`src/rtl/spi_master_gen.sv`:
```
`default_nettype none
// ============================================================================
//  Module   : spi_master_gen
//  Purpose  : Parametrised full-duplex SPI master with run-time CPOL/CPHA,
//             bit order and slave select, one word per valid/ready request.
//  Revision : 1.0  initial release
// ============================================================================
module spi_master_gen #(
    parameter int DATA_W   = 8,
    parameter int HALF_DIV = 4,
    parameter int NUM_SS   = 1,
    parameter int SEL_W    = (NUM_SS > 1) ? $clog2(NUM_SS) : 1
) (
    input  logic              clk,
    input  logic              reset,
    input  logic              tx_valid,
    output logic              tx_ready,
    input  logic [DATA_W-1:0] tx_data,
    input  logic [SEL_W-1:0]  ss_sel,
    input  logic              cpol,
    input  logic              cpha,
    input  logic              lsb_first,
    input  logic              miso,
    output logic              sck,
    output logic              mosi,
    output logic [NUM_SS-1:0] ss_n,
    output logic [DATA_W-1:0] rx_data,
    output logic              rx_valid,
    output logic              busy
);

    localparam int HCW = $clog2(HALF_DIV);
    localparam int ECW = $clog2(2 * DATA_W);
    localparam logic [HCW-1:0] c_HALF_LAST = HCW'(HALF_DIV - 1);
    localparam logic [ECW-1:0] c_EDGE_LAST = ECW'(2 * DATA_W - 1);

    typedef enum logic [1:0] {
        S_IDLE  = 2'd0,
        S_SETUP = 2'd1,
        S_XFER  = 2'd2,
        S_HOLD  = 2'd3
    } state_t;

    state_t             r_state;
    logic [HCW-1:0]     r_hcnt;
    logic [ECW-1:0]     r_ecnt;
    logic               r_ready;
    logic               r_busy;
    logic               r_sck;
    logic               r_mosi;
    logic [NUM_SS-1:0]  r_ss_n;
    logic [DATA_W-1:0]  r_rx_data;
    logic               r_rx_valid;
    logic [DATA_W-1:0]  r_tx_sh;
    logic [DATA_W-1:0]  r_rx_sh;
    logic               r_cpol;
    logic               r_cpha;
    logic               r_lsb;
    logic               r_miso_s1;
    logic               r_miso_s2;

    logic               w_accept;
    logic               w_tick;
    logic               w_edge;
    logic [ECW-1:0]     w_eidx;
    logic               w_lead;
    logic               w_sample;
    logic               w_shift;
    logic [DATA_W-1:0]  w_rx_next;
    logic [NUM_SS-1:0]  w_ss_dec;

    function automatic logic [DATA_W-1:0] f_shift(input logic [DATA_W-1:0] v, input logic lsb);
        return lsb ? (v >> 1) : (v << 1);
    endfunction

    function automatic logic f_head(input logic [DATA_W-1:0] v, input logic lsb);
        return lsb ? v[0] : v[DATA_W-1];
    endfunction

    assign w_accept = tx_valid && r_ready;
    assign w_tick   = (r_hcnt == c_HALF_LAST);

    // w_eidx is the index of the sck edge produced on this clk edge, if any
    always_comb begin
        w_edge = 1'b0;
        w_eidx = '0;
        if (w_tick) begin
            if (r_state == S_SETUP) begin
                w_edge = 1'b1;
            end else if (r_state == S_XFER && r_ecnt != c_EDGE_LAST) begin
                w_edge = 1'b1;
                w_eidx = r_ecnt + 1'b1;
            end
        end
    end

    assign w_lead    = ~w_eidx[0];
    assign w_sample  = w_edge && (w_lead ^ r_cpha);
    assign w_shift   = w_edge && (r_cpha ? w_lead : (!w_lead && w_eidx != c_EDGE_LAST));
    assign w_rx_next = r_lsb ? {r_miso_s2, r_rx_sh[DATA_W-1:1]}
                             : {r_rx_sh[DATA_W-2:0], r_miso_s2};

    // Out-of-range selects decode to all ones
    always_comb begin
        w_ss_dec = '1;
        for (int i = 0; i < NUM_SS; i++) begin
            w_ss_dec[i] = (ss_sel != SEL_W'(i));
        end
    end

    always_ff @(posedge clk or negedge reset) begin
        if (!reset) begin
            r_miso_s1 <= 1'b0;
            r_miso_s2 <= 1'b0;
        end else begin
            r_miso_s1 <= miso;
            r_miso_s2 <= r_miso_s1;
        end
    end

    always_ff @(posedge clk or negedge reset) begin
        if (!reset) begin
            r_state    <= S_IDLE;
            r_hcnt     <= '0;
            r_ecnt     <= '0;
            r_ready    <= 1'b1;
            r_busy     <= 1'b0;
            r_sck      <= 1'b0;
            r_mosi     <= 1'b0;
            r_ss_n     <= '1;
            r_rx_data  <= '0;
            r_rx_valid <= 1'b0;
            r_tx_sh    <= '0;
            r_rx_sh    <= '0;
            r_cpol     <= 1'b0;
            r_cpha     <= 1'b0;
            r_lsb      <= 1'b0;
        end else begin
            r_rx_valid <= 1'b0;
            case (r_state)
                S_IDLE: begin
                    if (w_accept) begin
                        r_state <= S_SETUP;
                        r_ready <= 1'b0;
                        r_busy  <= 1'b1;
                        r_hcnt  <= '0;
                        r_ecnt  <= '0;
                        r_cpol  <= cpol;
                        r_cpha  <= cpha;
                        r_lsb   <= lsb_first;
                        r_sck   <= cpol;
                        r_ss_n  <= w_ss_dec;
                        r_rx_sh <= '0;
                        // Mode 0/2 present the first bit now; modes 1/3 on the first leading edge
                        r_tx_sh <= cpha ? tx_data : f_shift(tx_data, lsb_first);
                        r_mosi  <= cpha ? 1'b0 : f_head(tx_data, lsb_first);
                    end
                end
                S_SETUP: begin
                    if (w_tick) begin
                        r_state <= S_XFER;
                        r_hcnt  <= '0;
                        r_ecnt  <= '0;
                    end else begin
                        r_hcnt <= r_hcnt + 1'b1;
                    end
                end
                S_XFER: begin
                    if (w_tick) begin
                        r_hcnt <= '0;
                        if (r_ecnt == c_EDGE_LAST) begin
                            r_state <= S_HOLD;
                            r_sck   <= r_cpol;
                        end else begin
                            r_ecnt <= w_eidx;
                        end
                    end else begin
                        r_hcnt <= r_hcnt + 1'b1;
                    end
                end
                S_HOLD: begin
                    if (w_tick) begin
                        r_state    <= S_IDLE;
                        r_hcnt     <= '0;
                        r_ready    <= 1'b1;
                        r_busy     <= 1'b0;
                        r_ss_n     <= '1;
                        r_mosi     <= 1'b0;
                        r_rx_data  <= r_rx_sh;
                        r_rx_valid <= 1'b1;
                    end else begin
                        r_hcnt <= r_hcnt + 1'b1;
                    end
                end
                default: r_state <= S_IDLE;
            endcase

            if (w_edge) begin
                r_sck <= ~r_sck;
            end
            if (w_sample) begin
                r_rx_sh <= w_rx_next;
            end
            if (w_shift) begin
                r_mosi  <= f_head(r_tx_sh, r_lsb);
                r_tx_sh <= f_shift(r_tx_sh, r_lsb);
            end
        end
    end

    assign tx_ready = r_ready;
    assign busy     = r_busy;
    assign sck      = r_sck;
    assign mosi     = r_mosi;
    assign ss_n     = r_ss_n;
    assign rx_data  = r_rx_data;
    assign rx_valid = r_rx_valid;

endmodule
`default_nettype wire

```
`config.mk`:
```
export PLATFORM = sky130hd
export DESIGN_NAME = spi_master_gen
export DESIGN_NICKNAME = d
export VERILOG_FILES = /design/src/rtl/spi_master_gen.sv
export SDC_FILE = /design/constraint.sdc
export NUM_CORES = 1
export LEC_CHECK = 0
export ABC_CLOCK_PERIOD_IN_PS = 3950
export CORE_MARGIN = 10
export CORE_UTILIZATION = 54
export CTS_CLUSTER_DIAMETER = 40
export DETAILED_ROUTE_END_ITERATION = 12
export HOLD_SLACK_MARGIN = 0.03
export PLACE_DENSITY = 0.86
export SYNTH_ARGS = -nofsm -noshare
export SYNTH_HDL_FRONTEND = slang
export SYNTH_SLANG_ARGS = --single-unit
```
`constraint.sdc`:
```
create_clock -name clk -period 3.95 [get_ports clk]
set_input_delay 0.9875 -clock clk [delete_from_list [all_inputs] [get_ports clk]]
set_output_delay 0.9875 -clock clk [all_outputs]
set_load 0.005 [all_outputs]
```
==> results.sh <==
export IMPL_status="finished clean"
export IMPL_critPathSlowestCell="dfstp_2"
export IMPL_grt_pass1_vias=1737
export IMPL_slew_violations=0
export IMPL_synth_cell_types=38
export IMPL_fillers=349
export IMPL_synth_xor_area_share_pct=0.7187
export IMPL_gp_congestion=0.7687
export IMPL_ios=30
export IMPL_worst_endpoint_required_ns=2.96
export IMPL_wl_per_cell_um=15.79
export IMPL_hold_buffers=0
export IMPL_diodes=0
export IMPL_place_area_um2=2744
export IMPL_fin_setup_tns_ns=0
export IMPL_met2_wirelength_mm=2.252
export IMPL_final_cell_mix="47 x mux2i_1, 41 x dfrtp_1, 28 x clkdlybuf4s50_1, 27 x nand2_1, 17 x o21ai_0"
export IMPL_wl_mm=4.847
export IMPL_syn_inst=228
export IMPL_grt_usage_pct=13.50
export IMPL_worst_pin_slew_ns=0.9262
export IMPL_grt_pass1_wl_mm=8.362
export IMPL_cts_setup_buffers=0
export IMPL_wl_met1_mm=2.216
export IMPL_cts_buffers=5
export IMPL_yosys_mux_area_fraction_pct=25.77
export IMPL_highest_layer="met4"
export IMPL_relSlewSlack_pct=38.26
export IMPL_initial_core_util_pct=55.98
export IMPL_synth_simple_area_share_pct=12.58
export IMPL_synth_edf_count=0
export IMPL_cts_sinks=43
export IMPL_crit_type="reg -> out"
export IMPL_crit_buf_inv=1
export IMPL_p_leak_nw=1.332
export IMPL_finalNetCount=277
export IMPL_firstDrtPassIters=4
export IMPL_worst_clock_skew_ns=0.009406
export IMPL_cts_buffer_depth=2
export IMPL_grt_max_degree=44
export IMPL_post_dp_hpwl_mm=3.415
export IMPL_max_cap_viol_count=0
export IMPL_die_x_um=87.19
export IMPL_area_growth_pct=16.38
export IMPL_crit_path_start_kind="register"
export IMPL_fin_crit_ns=2.382
export IMPL_ys_ff_latch=43
export IMPL_syn_area_um2=2437
export IMPL_stdcell_area_um2=2836
export IMPL_port_buffers=29
export IMPL_path_clk_slew_ns=0.09
export IMPL_vias=1741
export IMPL_wl_met3_um=301
export IMPL_async_flop_share_pct=100.0
export IMPL_postLayoutCoreUtil_pct=65.14
export IMPL_ir_drop_mv=0.2460
export IMPL_rows=24
export IMPL_synth_nets=251
export IMPL_die_area_um2=7601
export IMPL_synth_adder_area_share_pct=3.593
export IMPL_regArea_um2=1079
export IMPL_fin_crit_sh_pct=60.30
export IMPL_ys_flop_type="dfrtp_1"
export IMPL_path_delay_family="flip-flops"
export IMPL_antenna_found_initial=0
export IMPL_postRouteAntennaNets=0
export IMPL_cts_resized=0
export IMPL_multi_input_area_um2=1277
export IMPL_syn_avg_cell_area_um2=10.69
export IMPL_holdWs_ns=0.3543
export IMPL_clock_latency_ns=0.30
export IMPL_fmaxAchievable_ghz=0.4199
export IMPL_synth_top_family_by_area="multiplexers"
export IMPL_power_density_nw_per_um2=276.4
export IMPL_synth_compound_area_share_pct=9.754
export IMPL_cp_arrival_ns=1.39
export IMPL_worstPathMaxFanout=6
export IMPL_h_tree_depth=2
export IMPL_gr_total_overflow=0
export IMPL_cts_tree="done"
export IMPL_worstSetupEndpointType="output port"
export IMPL_die_height_um=87.19
export IMPL_drc=0
export IMPL_hold_viol=0
export IMPL_slowest_delay_ns=0.58
export IMPL_cp_cell_sequence="clkdlybuf4s50_1"
export IMPL_min_path_type="reg -> reg"
export IMPL_fp_coreArea_um2=4354
export IMPL_via_per_inst=5.671
export IMPL_cts_root_buf="clkbuf_8"
export IMPL_dr_first_iter_drc_count=60
export IMPL_drive_gt1_share_pct=12.55
export IMPL_ys_warn_count=0
export IMPL_setup_violations_final=0
export IMPL_final_common_cell="mux2i_1"
export IMPL_rsz0062_at_grt="no"
export IMPL_synth_seq_area_share_pct=44.25
metrics by stage:
stage / instances / power (mW) / setup slack [ns]
CTS: 307 / 0.7953 / 1.554
finish: 307 / 0.7839 / 1.568
detailed placement: 299 / 0.5050 / 1.320
global route: 307 / 0.8158 / 1.527
global placement: 299 / 0.5041 / 1.379
floorplan: 228 / 0.4757 / 2.004
final cells by class:
type / instances / area share (%)
Clock buffer: 5 / 2.426
Clock inverter: 3 / 0.8381
Inverter: 6 / 0.7940
Multi-Input combinational cell: 167 / 45.04
Sequential cell: 43 / 38.02
Tap cell: 52 / 2.294
Timing Repair Buffer: 31 / 10.59
sequential cells by signal (all words and copies together), names as in the netlist, 2 cells and up:
| name | flops |
|---|---|
| r_ecnt | 4 |
| rx_data | 8 |
| r_tx_sh | 8 |
| r_state | 2 |
| r_hcnt | 2 |
| r_rx_sh | 8 |
synthesized netlist by cell type (3+ instances only):
library cell	count	area share, %
a21oi_1	9	1.8
buf_2	5	1.0
clkbuf_1	5	0.77
dfrtp_1	41	42
ha_1	7	3.6
inv_1	6	0.92
mux2_2	14	6.5
mux2i_1	47	19
nand2_1	27	4.2
nand3_1	6	1.2
nor2_1	11	1.7
o21a_1	3	0.92
o21ai_0	17	3.5
worst paths after layout:
path                                        start                      to  slack, ns  cells after the start
max in group asynchronous                   reset   r_hcnt[0]$_DFFE_PN0P_       2.56                      1
min in group asynchronous                   reset         sck$_DFFE_PN0P_       0.81                      1
setup reg to reg           r_state[0]$_DFFE_PN0P_  r_tx_sh[1]$_DFFE_PN0P_       1.83                      8
hold reg to reg               r_miso_s1$_DFF_PN0_     r_miso_s2$_DFF_PN0_       0.35                      0
setup / recovery             tx_ready$_DFFE_PN1P_                tx_ready       1.57                      1
hold / removal                r_miso_s1$_DFF_PN0_     r_miso_s2$_DFF_PN0_       0.35                      0
where the power goes:
group | switching, mW | total (mW) | internal (mW)
registers | 0.00354 | 0.448 | 0.444
logic | 0.0254 | 0.0481 | 0.0227
clock network | 0.162 | 0.288 | 0.126
total | 0.191 | 0.784 | 0.593
layer usage:
metal	vias to the layer above	track usage, %
li1	861	-
met1	836	16.67
met2	36	21.25
met3	8	5.056
met4	0	4.348
met5	-	0
cell families after synthesis:
group,after synthesis
DFF,43
AOI/OAI and AO/OA,40
xor gates and xnor gates,2
muxes,61
and+or+nand+nor,57
adders and majority gates,7
buffers and inverters,18
Power figures use the tool's default switching activity.
